## src/rtl/serial_subtractor.sv

```systemverilog
// serial_subtractor: bit-serial LSB-first unsigned subtractor computing A - B - Bin over WIDTH cycles
//   clk        rising-edge clock
//   rst_n      asynchronous active-low reset
//   start      begin a subtraction (honoured in IDLE or DONE)
//   A, B, Bin  minuend, subtrahend, borrow-in (captured at start)
//   busy       high while bits are being processed
//   done       one-cycle pulse when Diff/Bout hold a new result
//   Diff, Bout registered result and borrow-out
module serial_subtractor #(
  parameter int WIDTH = 4
) (
  input  logic             clk,
  input  logic             rst_n,
  input  logic             start,
  input  logic [WIDTH-1:0] A,
  input  logic [WIDTH-1:0] B,
  input  logic             Bin,
  output logic             busy,
  output logic             done,
  output logic [WIDTH-1:0] Diff,
  output logic             Bout
);
  localparam int IW = (WIDTH > 1) ? $clog2(WIDTH) : 1;
  typedef enum logic [1:0] {IDLE, RUN, DONE} state_t;
  state_t state, state_n;
  logic [WIDTH-1:0] a_sh, b_sh, acc;
  logic [IW-1:0] idx;
  logic br, d, br_n, last;
  assign d    = a_sh[0] ^ b_sh[0] ^ br;
  assign br_n = (~a_sh[0] & b_sh[0]) | (~(a_sh[0] ^ b_sh[0]) & br);
  assign last = idx == IW'(WIDTH - 1);
  assign busy = state == RUN;
  assign done = state == DONE;
  always_comb begin
    state_n = state;
    if (state == RUN) state_n = last ? DONE : RUN;
    else state_n = start ? RUN : IDLE;
  end
  always_ff @(posedge clk or negedge rst_n)
    if (!rst_n) state <= IDLE;
    else state <= state_n;
  // operands shift right so bit 0 is always the current bit; the result
  // shifts in at the MSB so it lands in place after WIDTH steps
  always_ff @(posedge clk or negedge rst_n) begin
    if (!rst_n) begin
      a_sh <= '0;
      b_sh <= '0;
      acc  <= '0;
      idx  <= '0;
      br   <= 1'b0;
      Diff <= '0;
      Bout <= 1'b0;
    end else if (state != RUN && start) begin
      a_sh <= A;
      b_sh <= B;
      br   <= Bin;
      idx  <= '0;
    end else if (state == RUN) begin
      a_sh <= a_sh >> 1;
      b_sh <= b_sh >> 1;
      br   <= br_n;
      acc  <= {d, acc[WIDTH-1:1]};
      idx  <= idx + IW'(1);
      if (last) begin
        Diff <= {d, acc[WIDTH-1:1]};
        Bout <= br_n;
      end
    end
  end
endmodule

```

## config.mk

```make
export PLATFORM = sky130hd
export DESIGN_NAME = serial_subtractor
export DESIGN_NICKNAME = d
export VERILOG_FILES = /design/src/rtl/serial_subtractor.sv
export SDC_FILE = /design/constraint.sdc
export NUM_CORES = 1
export LEC_CHECK = 0
export ABC_CLOCK_PERIOD_IN_PS = 1200
export BUFFER_PORTS_ARGS = -buffer_cell sky130_fd_sc_hd__buf_2
export CORE_UTILIZATION = 25
export CTS_CLUSTER_SIZE = 8
export DETAILED_ROUTE_END_ITERATION = 8
export GPL_TIMING_DRIVEN = 0
export MAX_ROUTING_LAYER = met4
export PLACE_DENSITY = 0.49
export SLEW_MARGIN = 20
export SYNTH_ARGS = -nofsm -noshare
export SYNTH_HDL_FRONTEND = slang
export SYNTH_SLANG_ARGS = --single-unit
export TNS_END_PERCENT = 5
```

## constraint.sdc

```tcl
create_clock -name clk -period 1.2 [get_ports clk]
set_input_delay 0.12 -clock clk [delete_from_list [all_inputs] [get_ports clk]]
set_output_delay 0.12 -clock clk [all_outputs]
set_load 0.01 [all_outputs]
```

; ---- Word-level counts from Yosys, hierarchy flattened
; Cells that the tools add are included.
[word_totals]
latchBits = 0
elab_cells = 36
output_inout_bits = 7
ram_bits = 0
regBits = 22
input_bits = 12
memories = 0
rom_bits = 0
[op_classes]
muxes = 11
n_shift = 0
eq_ne = 4
n_mul = 0
n_reduce_logical = 4
div = 0
n_addsub = 1
n_bitwise = 8
magnitude_cmp = 0
[op_table]
columns = op, n
row1 = two-way mux 4 bit, 4
row2 = two-way mux 2 bit, 4
row3 = "equality test 2 bit, second input constant", 2
row4 = two-way mux 1 bit, 3
row5 = NOT 1 bit, 3
row6 = AND reduction 3 bit, 1
row7 = "adder 2 x 1 -> 2 bit, second input constant", 1
row8 = AND 1 bit, 2
row9 = "equality test 2 x 1 -> 1 bit, second input constant", 1
row10 = "!= test 2 x 1 -> 1 bit, second input constant", 1
row11 = AND reduction 2 bit, 1
row12 = nonzero test 2 bit, 1
row13 = XOR 1 bit, 2
row14 = logical AND 1 bit, 1
row15 = bitwise OR 1 bit, 1

; ---- Depth between registers and ports, before layout
; Gate-level depths: netlist (run 1).
[logic_depth]
ltp_word = 6
mapped_depth = 5
mapped_depth_nobuf = 3

; ---- Least setup slack after synthesis (run 1)
; No wires, ideal clock.
[synth_path]
kind = register to register
start = register idx[0]
end = register Diff[0]
required_time_ps = 1075
t_arrival_ps = 1130
n_path_buf = 0
setup_time_ps = 125
stages_incl_launch_ff = 4
slack_ps = -55
path_cell_list = dfrtp_1 -> ha_1 -> nand3b_1 -> mux2_2
[synth_between]
elab_chain_cells = 2
[synth_lines]
columns = element, line_no
row1 = from (decl), 27  ; logic [IW-1:0] idx;
row2 = from (signal assigned), 63  ; idx <= idx + IW'(1);
row3 = equality test 2 bit, 31  ; assign last = idx == IW'(WIDTH - 1);
row4 = AND reduction 3 bit (no line), n/a
row5 = to (signal assigned), 65  ; Diff <= {d, acc[WIDTH-1:1]};
row6 = to (decl), 20  ; output logic [WIDTH-1:0] Diff,
; No other way between the ends.
; A chain may end at the register's enable or synchronous reset.

; ---- Worst setup path in the final report (run 1)
[layout_path]
start = register br
end = register acc[3]
[layout_between]
elab_chain_cells = 1
[layout_lines]
columns = element, line_no
row1 = from (decl), 28  ; logic br, d, br_n, last;
row2 = from (signal assigned), 56  ; br <= Bin;
row3 = from (signal assigned), 61  ; br <= br_n;
row4 = XOR 1 bit, 29  ; assign d = a_sh[0] ^ b_sh[0] ^ br;
row5 = net d, 28
row6 = to (signal assigned), 62  ; acc <= {d, acc[WIDTH-1:1]};
row7 = to (decl), 26  ; logic [WIDTH-1:0] a_sh, b_sh, acc;
; The timed path passes the listed nets, and every way through them passes these cells.

==> results.ini, run 1 <==
[detailed_routing]
via_per_inst=4.11
dr.pass1.iters=2
vias=592
drt_iter0_markers=11
drc=0
postRouteWirelength_mm=1.70
ant_nets=0
detail_route.wl_per_cell_microns=11.8

[logic_synthesis]
synth_ff_type=dfrtp_1
synth_cell_types=13
syn_inst=66
yosysSeqAreaShare_pct=53.2
synth.most_common_cell=dfrtp_1
synth_edf_count=0
synth_seq_cells=21
synth_top_area_share_pct=53.2
synthesis.area_sq_um=988
syn_area_per_cell_sq_um=15.0
yosys_warnings=0
async_flop_share_pct=100
syn_nets=80
netlist_top_cells_area=dfrtp_1 53%, mux2_4 15%, mux2_2 11%
yosys.area.top_type=dfrtp_1
synth_common_cells=21 x dfrtp_1, 10 x mux2_2, 10 x mux2_4, 7 x mux2i_1, 6 x inv_1

[cells_and_area]
fill_cells=378
final_area_sq_um=1300
finalNonFillerCells=144
syn_to_final_growth_pct=31.6
drive_gt1_share_pct=59.4
fin_util_pct=35.0
antenna_cells=0
ff_latch_area_sq_um=526
nets=111
multi_input_area_sq_um=432

[sta]
finalSetupViolCount=6
layout_setup_ws_ns=-0.0855
finalCritPeriodShare_pct=107
rsz0062_at_grt=yes
worstMarginPinSlew_ns=0.490
min_period_ns=1.29
fmax_mhz=778
finalHoldViolations=0
report.final.slew_viol_count=0
finalClockSkew_ns=0.00371
relSlewSlack_pct=67.3

[floorplan]
die_y_microns=64.9
pin_count=19
start_util_pct=26.6
dieArea_sq_um=4210
placementRows=22
core_sq_um=3720
die_x_microns=64.9

[worst_setup_path]
end_kind=flop
worst-setup-path-type=reg2reg
r2r_cells=3
worstPathArrival_ns=1.44
cp.required_ns=1.35
worstReg2RegEnd=acc[3]
r2r-start=br
crit_fanout=2
regToRegSetupSlack_ns=-0.09
start_kind=flop
startpoint=br

[placement]
portBuffers=18
hpwl_mm=1.16
pre_cts_slack_ns=-0.201
placed_cells=132
post_dp_cell_area_sq_um=1160
place_congestion=0.685

[power_and_ir_drop]
p_int_mw=2.44
sw_frac_of_total_pct=29.8
switching_power_mw=1.03
p_leak_nw=0.667
p_seq_share_pct=35.9
pwr-share-comb_pct=50.8
peakVddDrop_v=0.000860
power_density_nw_per_um2=2670
clock_power_share_pct=13.2

[global_route]
grtUsageTotal_pct=9.34
grt_pass1_vias=601
grt_overflow=0
antenna_found_initial=0
grt_max_degree=22
grt_pass1_wl_mm=2.77

[job]
maxCapViolCount=0

[clock_network]
clock-root-buffer=clkbuf_8
cts_buffer_depth=2
cts_tree=yes
clk_pin_slew_ns=0.08
h-tree-depth=1
clock_latency_ns=0.26
cts_sinks=21
cts_buffers=3

[worst_hold_path]
hold_path_class=in2reg
whs_path_depth=3
hold_start=A[3]
whs_endpoint=a_sh[3]

[outcome]
violations=setup timing
status=finished, violations left

==> registers in the layout, indices dropped and copies added, names as in the netlist <==
| register | flops |
|---|---|
| b_sh | 4 |
| br | 1 |
| state | 2 |
| Diff | 4 |
| idx | 2 |
| a_sh | 4 |
| acc | 3 |
| Bout | 1 |
==> power groups by stage <==
stage / logic (mW) / registers [mW] / clock network [mW]
global placement: 1.42 / 1.24 / 0
floorplan: 1.12 / 1.25 / 0
CTS: 1.73 / 1.25 / 0.493
finish: 1.76 / 1.25 / 0.459
global route: 1.89 / 1.29 / 0.513
detailed placement: 1.46 / 1.25 / 0
==> cells by family (layout without fill, tap and decap cells) <==
group / Yosys count / count (layout) / share of synthesized area (%)
simple gates: 7 / 7 / 4.18
mux: 27 / 27 / 33.7
buf+inv: 9 / 39 / 5.70
fa+ha+maj: 2 / 2 / 3.29
flops: 21 / 21 / 53.2
==> per-layer routing <==
| metal | global-route usage, % | wire length (microns) | vias up |
|---|---|---|---|
| met5 | - | 0 | - |
| met4 | 4.17 | 18 | 0 |
| met3 | 3.17 | 80 | 2 |
| met2 | 14.7 | 890 | 15 |
| met1 | 10.7 | 715 | 294 |
| li1 | - | - | 281 |
==> per-stage QoR <==
| step | hold slack (ns) | power, mW | setup TNS (ns) |
|---|---|---|---|
| 2_1_floorplan | -0.176 | 2.36 | -0.186 |
| 4_1_cts | 0.0953 | 3.47 | -0.289 |
| 3_5_place_dp | 0.116 | 2.71 | -1.03 |
| 5_1_grt | 0.127 | 3.70 | -0.733 |
| 6_report | 0.103 | 3.47 | -0.303 |
| 3_3_place_gp | 0.105 | 2.65 | -0.801 |
==> layout make-up <==
cell class,count,area share (%)
Sequential cell,21,40.4
Inverter,6,1.73
Clock inverter,1,0.385
Timing Repair Buffer,27,14.5
Buffer,2,2.02
Tap cell,48,4.62
Clock buffer,3,3.17
Multi-Input combinational cell,36,33.2
==> cells in the final DEF (no fill, tap or decap) <==
cell type / n
dfrtp_1: 21
buf_2: 17
mux2_4: 14
buf_6: 8
mux2i_1: 7
mux2_2: 6
inv_2: 3
inv_1: 3
clkbuf_8: 3
nor2_1: 2
buf_4: 2
nand2b_4: 1
buf_8: 1
nor2b_1: 1
nand3b_1: 1
and2b_1: 1
nand2b_1: 1
fa_1: 1
ha_2: 1
clkinv_2: 1
dlygate4sd3_1: 1
==> worst max-delay path by stage <==
stage,cells after the start,to
CTS,3,acc[3]
finish,3,acc[3]
global route,3,acc[3]
global placement,3,Diff[0]
detailed placement,3,Diff[2]
floorplan,3,acc[3]
==> worst max-delay path: stages (launching register included) <==
cell and delay [ns]:
dfrtp_1 0.36, inv_2 0.04, fa_1 0.50, mux2_4 0.28
==> what timing repair did <==
item,4_1_cts,5_1_grt
endpoints found under the setup margin,12,16
gates cloned,0,0
buffers inserted,8,0
pin swaps,1,1
hold buffers,1,0
hold endpoints to repair,21,0
gates resized for setup,7,5
No activity file was read; power rests on OpenSTA's default activity.
==> run 2, diff against run 1 <==
--- a/config.mk
+++ b/config.mk
@@ -5,8 +5,10 @@
 export SDC_FILE = /design/constraint.sdc
 export NUM_CORES = 1
 export LEC_CHECK = 0
+export ABC_AREA = 1
 export ABC_CLOCK_PERIOD_IN_PS = 1200
 export BUFFER_PORTS_ARGS = -buffer_cell sky130_fd_sc_hd__buf_2
+export CORE_ASPECT_RATIO = 1.2
 export CORE_UTILIZATION = 25
 export CTS_CLUSTER_SIZE = 8
 export DETAILED_ROUTE_END_ITERATION = 8
==> run 2 against run 1 <==
The flow now finishes without violations. Via count increased by 28%. Clock skew decreased by 0.0022 ns. Cell area decreased by 9.3%. Clock power about the same. Worst hold slack got worse by 0.010 ns. Largest power group unchanged. Critical path type unchanged. Sequential cell count unchanged. Die area decreased by 3.8%. Synthesized cell count increased by 56%. Highest routed layer unchanged.
==> results.ini, run 2 <==
[worst_hold_path]
whs_path_depth=3  ; unchanged
hold_path_class=in2reg
hold_start=B[3]
whs_endpoint=b_sh[3]

[floorplan]
die_x_microns=58.3  ; -10%
start_util_pct=26.1  ; -0.46 points
core_sq_um=3630  ; -2.2%
placementRows=24  ; +9.1%
dieArea_sq_um=4050  ; -3.8%
die_y_microns=69.5  ; +7.1%
pin_count=19  ; unchanged

[logic_synthesis]
synth.most_common_cell=nand2_1
synth_seq_cells=21  ; unchanged
syn_area_per_cell_sq_um=9.22  ; -38%
syn_inst=103  ; +56%
yosysSeqAreaShare_pct=55.3  ; +2.2 points
synth_cell_types=15  ; +2
synth_ff_type=dfrtp_1
netlist_top_cells_area=dfrtp_1 55%, nand3_1 14%, nand2_1 13%
synthesis.area_sq_um=950  ; -3.9%
syn_nets=117  ; +46%
synth_top_area_share_pct=55.3  ; +2.2 points
async_flop_share_pct=100  ; unchanged
yosys_warnings=0  ; unchanged
synth_common_cells=32 x nand2_1, 27 x nand3_1, 21 x dfrtp_1, 6 x inv_1, 3 x buf_6
synth_edf_count=0  ; unchanged
yosys.area.top_type=dfrtp_1

[worst_setup_path]
end_kind=flop
start_kind=flop
r2r-start=br
worstReg2RegEnd=acc[3]
regToRegSetupSlack_ns=0.03  ; +0.11 ns
worst-setup-path-type=reg2reg
worstPathArrival_ns=1.35  ; -0.09 ns
cp.required_ns=1.38  ; +0.03 ns
crit_fanout=2  ; unchanged
r2r_cells=4  ; +1

[detailed_routing]
postRouteWirelength_mm=1.97  ; +16%
detail_route.wl_per_cell_microns=11.0  ; -7.4%
ant_nets=0  ; unchanged
vias=756  ; +28%
dr.pass1.iters=6  ; +4
drt_iter0_markers=43  ; +32
via_per_inst=4.20  ; +2.2%
drc=0  ; unchanged

[power_and_ir_drop]
sw_frac_of_total_pct=39.0  ; +9.3 points
pwr-share-comb_pct=45.3  ; -5.5 points
p_seq_share_pct=39.5  ; +3.6 points
peakVddDrop_v=0.000643  ; -25%
clock_power_share_pct=15.2  ; +2.0 points
p_int_mw=1.83  ; -25%
power_density_nw_per_um2=2550  ; -4.5%
p_leak_nw=0.607  ; -9.0%
switching_power_mw=1.17  ; +14%
power_mw=3.01  ; -13%

[outcome]
status=complete, no violations

[cells_and_area]
nets=143  ; +29%
fill_cells=385  ; +1.9%
drive_gt1_share_pct=28.1  ; -31 points
final_area_sq_um=1180  ; -9.3%
reg.largest.list=Diff (4), a_sh (4), b_sh (4)
final_common_cell=nand2_1
syn_to_final_growth_pct=24.2
mostFrequentLayoutCells=32 x nand2_1, 27 x nand3_1, 21 x dfrtp_1
antenna_cells=0  ; unchanged

[clock_network]
cts_sinks=21  ; unchanged
h-tree-depth=1  ; unchanged
cts_buffer_depth=2  ; unchanged
cts_buffers=3  ; unchanged
clk_pin_slew_ns=0.07  ; about the same
cts_tree=yes
clock_latency_ns=0.25  ; about the same
clock-root-buffer=clkbuf_8

[placement]
pre_cts_slack_ns=0.0116  ; +0.212 ns
post_dp_cell_area_sq_um=1100  ; -4.9%
place_congestion=0.714  ; +4.3%
hpwl_mm=1.41  ; +21%
portBuffers=17  ; -1

[global_route]
grt_pass1_wl_mm=3.65  ; +32%
grt_pass1_vias=852  ; +42%
antenna_found_initial=0  ; unchanged
grtUsageTotal_pct=12.0  ; +2.7 points
grt_overflow=0  ; unchanged
grt_max_degree=22  ; unchanged

[sta]
worstMarginPinSlew_ns=0.473  ; -0.0168 ns
min_period_ns=1.17  ; -0.113 ns
fmax_mhz=853  ; +9.7%
finalCritPeriodShare_pct=97.7  ; -9.4 points
report.final.slew_viol_count=0  ; unchanged
finalSetupViolCount=0  ; -6
rsz0062_at_grt=yes
relSlewSlack_pct=68.5  ; +1.1 points
finalHoldViolations=0  ; unchanged
finalClockSkew_ns=0.00151  ; -0.00221 ns
layout_setup_ws_ns=0.0277  ; +0.113 ns

[job]
maxCapViolCount=0  ; unchanged

## run 2: changes by cell type after synthesis, sizes merged
cell	previous run	this run
buf	3	5
mux2	20	0
mux2i	7	0
and2b	1	0
a21oi	0	1
inv	6	8
nand2	0	33
nor2b	1	0
o21ai	0	3
nand3b	1	0
nand2b	2	0
nor2	2	3
nand3	0	27
## run 2: worst max path at each step
stage	start	to	slack (ns)	cells past startpoint
after floorplan	a_sh[0]	acc[3]	0.09	3
after global placement	a_sh[0]	acc[3]	0.05	3
after detailed placement	b_sh[0]	acc[3]	0.01	4
after CTS	br	acc[3]	0.008	4
after global routing	br	acc[3]	-0.02	4
final	br	acc[3]	0.03	4
## run 2: worst max-delay path, stage by stage (launching register included)
cell and delay (ns):
dfrtp_1 0.37, inv_2 0.04, fa_1 0.56, nand2_1 0.06, o21ai_1 0.07
## run 2: cells by family (layout without fill, tap and decap cells)
logic type | count (synthesis) | count (layout) | share of synthesized area (%)
buffers and inverters | 13 | 38 | 8.30
adders and majority gates | 2 | 2 | 3.43
AOI/OAI and AO/OA | 4 | 4 | 2.11
and+or+nand+nor | 63 | 63 | 30.8
DFF | 21 | 21 | 55.3
## run 2: cell type report
| class | instances | area [sq um] | share of cell area (%) |
|---|---|---|---|
| clock buffers | 4 | 45.0 | 3.82 |
| flip-flops and latches | 21 | 526 | 44.5 |
| well taps | 52 | 65.1 | 5.51 |
| plain buffers | 5 | 48.8 | 4.14 |
| inverters | 8 | 30.0 | 2.55 |
| repair buffers | 21 | 118 | 9.97 |
| multi-input cells | 69 | 348 | 29.5 |
## run 2: repair_timing
item,in CTS,in global routing
endpoints found under the setup margin,2,2
hold endpoints to repair,21,0
pin swaps,3,0
resized for setup,1,3
buffers inserted,3,0
hold buffers,1,0
## run 2: metal layers
layer / up-vias / part of all wire, % / GRT usage (%)
li1: 380 / - / -
met1: 360 / 43 / 14.1
met2: 14 / 54 / 20.4
met3: 2 / 2.0 / 1.68
met4: 0 / 0.76 / 4.76
met5: - / 0 / -
## run 2: power groups by stage
stage / clock, mW / sequential [mW] / combinational [mW]
floorplan: 0 / 1.21 / 0.893
global placement: 0 / 1.20 / 1.23
detailed placement: 0 / 1.21 / 1.26
CTS: 0.478 / 1.19 / 1.38
global route: 0.490 / 1.23 / 1.58
finish: 0.457 / 1.19 / 1.36
## run 2: stage by stage
step	setup TNS [ns]	util [%]	instances	hold WS, ns
floorplan	0	-	103	-0.176
global placement	0	30.3	172	0.100
detailed placement	0	30.3	172	0.111
CTS	0	32.4	180	0.0909
global route	-0.0173	32.5	180	0.0986
finish	0	32.5	180	0.0925
==> run 3, diff against run 2 <==
--- a/config.mk
+++ b/config.mk
@@ -6,15 +6,15 @@
 export NUM_CORES = 1
 export LEC_CHECK = 0
 export ABC_AREA = 1
-export ABC_CLOCK_PERIOD_IN_PS = 1200
+export ABC_CLOCK_PERIOD_IN_PS = 1400
 export BUFFER_PORTS_ARGS = -buffer_cell sky130_fd_sc_hd__buf_2
-export CORE_ASPECT_RATIO = 1.2
+export CORE_ASPECT_RATIO = 0.9
 export CORE_UTILIZATION = 25
 export CTS_CLUSTER_SIZE = 8
 export DETAILED_ROUTE_END_ITERATION = 8
 export GPL_TIMING_DRIVEN = 0
 export MAX_ROUTING_LAYER = met4
-export PLACE_DENSITY = 0.49
+export PLACE_DENSITY = 0.48
 export SLEW_MARGIN = 20
 export SYNTH_ARGS = -nofsm -noshare
 export SYNTH_HDL_FRONTEND = slang
==> constraint.sdc (replaced) <==
create_clock -name clk -period 1.4 [get_ports clk]
set_input_delay 0.14 -clock clk [delete_from_list [all_inputs] [get_ports clk]]
set_output_delay 0.14 -clock clk [all_outputs]
set_load 0.01 [all_outputs]
==> run 3 against run 2 <==
Worst setup slack gained 0.065 ns. Sequential share of layout area grew 1.4 points. Via count shrank 1.1%. Global-route usage grew 0.15 points. Worst hold slack gained 0.022 ns. Critical endpoint is now busy. Largest cell class unchanged.
==> results.ini, run 3 (synthesis gave the netlist of run 2 again) <==
[power_and_ir_drop]
sw_frac_of_total_pct=39.3  ; +0.24 points
peakVddDrop_v=0.000681  ; +5.8%
p_int_mw=1.51  ; -18%
p_seq_share_pct=41.2  ; +1.7 points
pwr-share-comb_pct=43.1  ; -2.2 points
switching_power_mw=0.976  ; -17%
clock_power_share_pct=15.8  ; +0.6 points
p_leak_nw=0.595  ; -2.0%
power_density_nw_per_um2=2170  ; -15%

[global_route]
grt_pass1_vias=730  ; -14%
grtUsageTotal_pct=12.2  ; +0.15 points
antenna_found_initial=0  ; unchanged
grt_overflow=0  ; unchanged
grt_pass1_wl_mm=3.44  ; -5.9%
grt_max_degree=22  ; unchanged

[sta]
finalSetupViolCount=0  ; unchanged
fmax_mhz=765
finalSetupTns_ns=0  ; unchanged
whs_ns=0.114  ; +0.0217 ns
finalHoldViolations=0  ; unchanged
finalCritPeriodShare_pct=93.4
relSlewSlack_pct=67.6  ; -0.86 points
min_period_ns=1.31
worstMarginPinSlew_ns=0.486  ; +0.0129 ns
report.final.slew_viol_count=0  ; unchanged
finalClockSkew_ns=0.00345  ; +0.00194 ns
rsz0062_at_grt=no

[worst_setup_path]
r2r_cells=3  ; -1
start_kind=flop
startpoint=state[0]
worstPathCellList=inv_2 -> nor2_4 -> buf_6 -> buf_2
r2r-start=a_sh[0]
regToRegSetupSlack_ns=0.24  ; +0.21 ns
crit_fanout=10  ; +8
critical_path.top_delay_family=flip-flops
worstPathArrival_ns=1.17  ; -0.18 ns
cp.required_ns=1.26  ; -0.12 ns
cp_num_buf_inv=3  ; +2
cpPeakStageDelay_ns=0.42  ; -0.14 ns
cp_slowest_cell=dfrtp_1
worstReg2RegEnd=Diff[3]
worst-setup-path-type=reg2out
end_kind=output port

[detailed_routing]
ant_nets=0  ; unchanged
drt_iter0_markers=34  ; -21%
dr.pass1.iters=4  ; -2
drc=0  ; unchanged
detail_route.wl_per_cell_microns=11.6  ; +5.7%
vias=748  ; -1.1%
postRouteWirelength_mm=1.96  ; -0.76%
via_per_inst=4.43  ; +5.4%

[worst_hold_path]
whs_endpoint=b_sh[3]
hold_path_class=in2reg
hold_start=B[3]
whs_path_depth=3  ; unchanged

[floorplan]
dieArea_sq_um=4050  ; about the same
core_sq_um=3500  ; -3.6%
placementRows=20  ; -17%
die_y_microns=60.5  ; -13%
pin_count=19  ; unchanged
start_util_pct=27.1  ; +0.97 points
die_x_microns=67.0  ; +15%

[cells_and_area]
final_common_cell=nand2_1
mostFrequentLayoutCells=32 x nand2_1, 27 x nand3_1, 21 x dfrtp_1
nets=140  ; -2.1%
reg.largest.list=Diff (4), a_sh (4), b_sh (4)
drive_gt1_share_pct=24.0  ; -4.1 points
ff_latch_area_sq_um=526  ; unchanged
antenna_cells=0  ; unchanged
syn_to_final_growth_pct=20.6
fill_cells=375  ; -2.6%
multi_input_area_sq_um=345  ; -0.72%

[placement]
hpwl_mm=1.39  ; -1.5%
portBuffers=17  ; unchanged
place_congestion=0.700  ; -2.0%

[clock_network]
clock_latency_ns=0.26  ; about the same
cts_sinks=21  ; unchanged
clk_pin_slew_ns=0.07  ; about the same
cts_tree=yes
clock-root-buffer=clkbuf_8
cts_buffer_depth=2  ; unchanged
cts_buffers=3  ; unchanged
h-tree-depth=1  ; unchanged

[job]
maxCapViolCount=0  ; unchanged

[outcome]
status=complete, no violations

==> run 3: repair_timing <==
action,CTS,global route
buffers inserted,0,0
gates resized for setup,0,0
hold buffers,1,0
endpoints found under the hold margin,21,0
==> run 3: layout make-up <==
cell class | count | area share, %
sequential | 21 | 45.9
multi-input combinational | 69 | 30.2
timing repair buffer | 18 | 8.31
tap | 44 | 4.81
buffer | 5 | 4.26
clock buffer | 4 | 3.93
inverter | 8 | 2.62
==> run 3: power groups by stage <==
stage          clock network (mW)  registers, mW  logic [mW]
2_1_floorplan                   0           1.04       0.765
3_3_place_gp                    0           1.03        1.07
3_5_place_dp                    0           1.04        1.09
4_1_cts                     0.409           1.03        1.10
5_1_grt                     0.446           1.06        1.25
6_report                    0.392           1.02        1.07
==> run 3: how the worst max path moves through the flow <==
stage | to | slack, ns | cells after the start
6_report | busy | 0.09 | 4
5_1_grt | busy | 0.01 | 4
4_1_cts | busy | 0.07 | 4
3_5_place_dp | acc[3] | 0.25 | 3
3_3_place_gp | acc[3] | 0.25 | 3
2_1_floorplan | acc[3] | 0.29 | 3
==> run 3: layer usage <==
metal  vias to the layer above  global-route usage [%]  share of wire (%)
li1                        373                       -                  -
met1                       357                    15.5                 51
met2                        16                    18.9                 45
met3                         2                    4.51                3.8
met4                         0                    1.82               0.20
met5                         -                       -                  0
==> run 3: tightest hold or removal path, delay by kind of cell <==
| kind | cells | cell delay, ns |
|---|---|---|
| buffers and inverters | 1 | 0.07 |
| and+or+nand+nor | 2 | 0.12 |
==> run 3: metrics by stage <==
step	instances	util (%)	cell area, sq um	total power, mW	setup WS, ns
floorplan	103	-	950	1.81	0.286
global placement	164	31.1	1090	2.10	0.248
detailed placement	164	31.1	1090	2.13	0.246
CTS	169	32.7	1140	2.53	0.0652
global route	169	32.7	1140	2.75	0.0131
finish	169	32.7	1140	2.49	0.0928
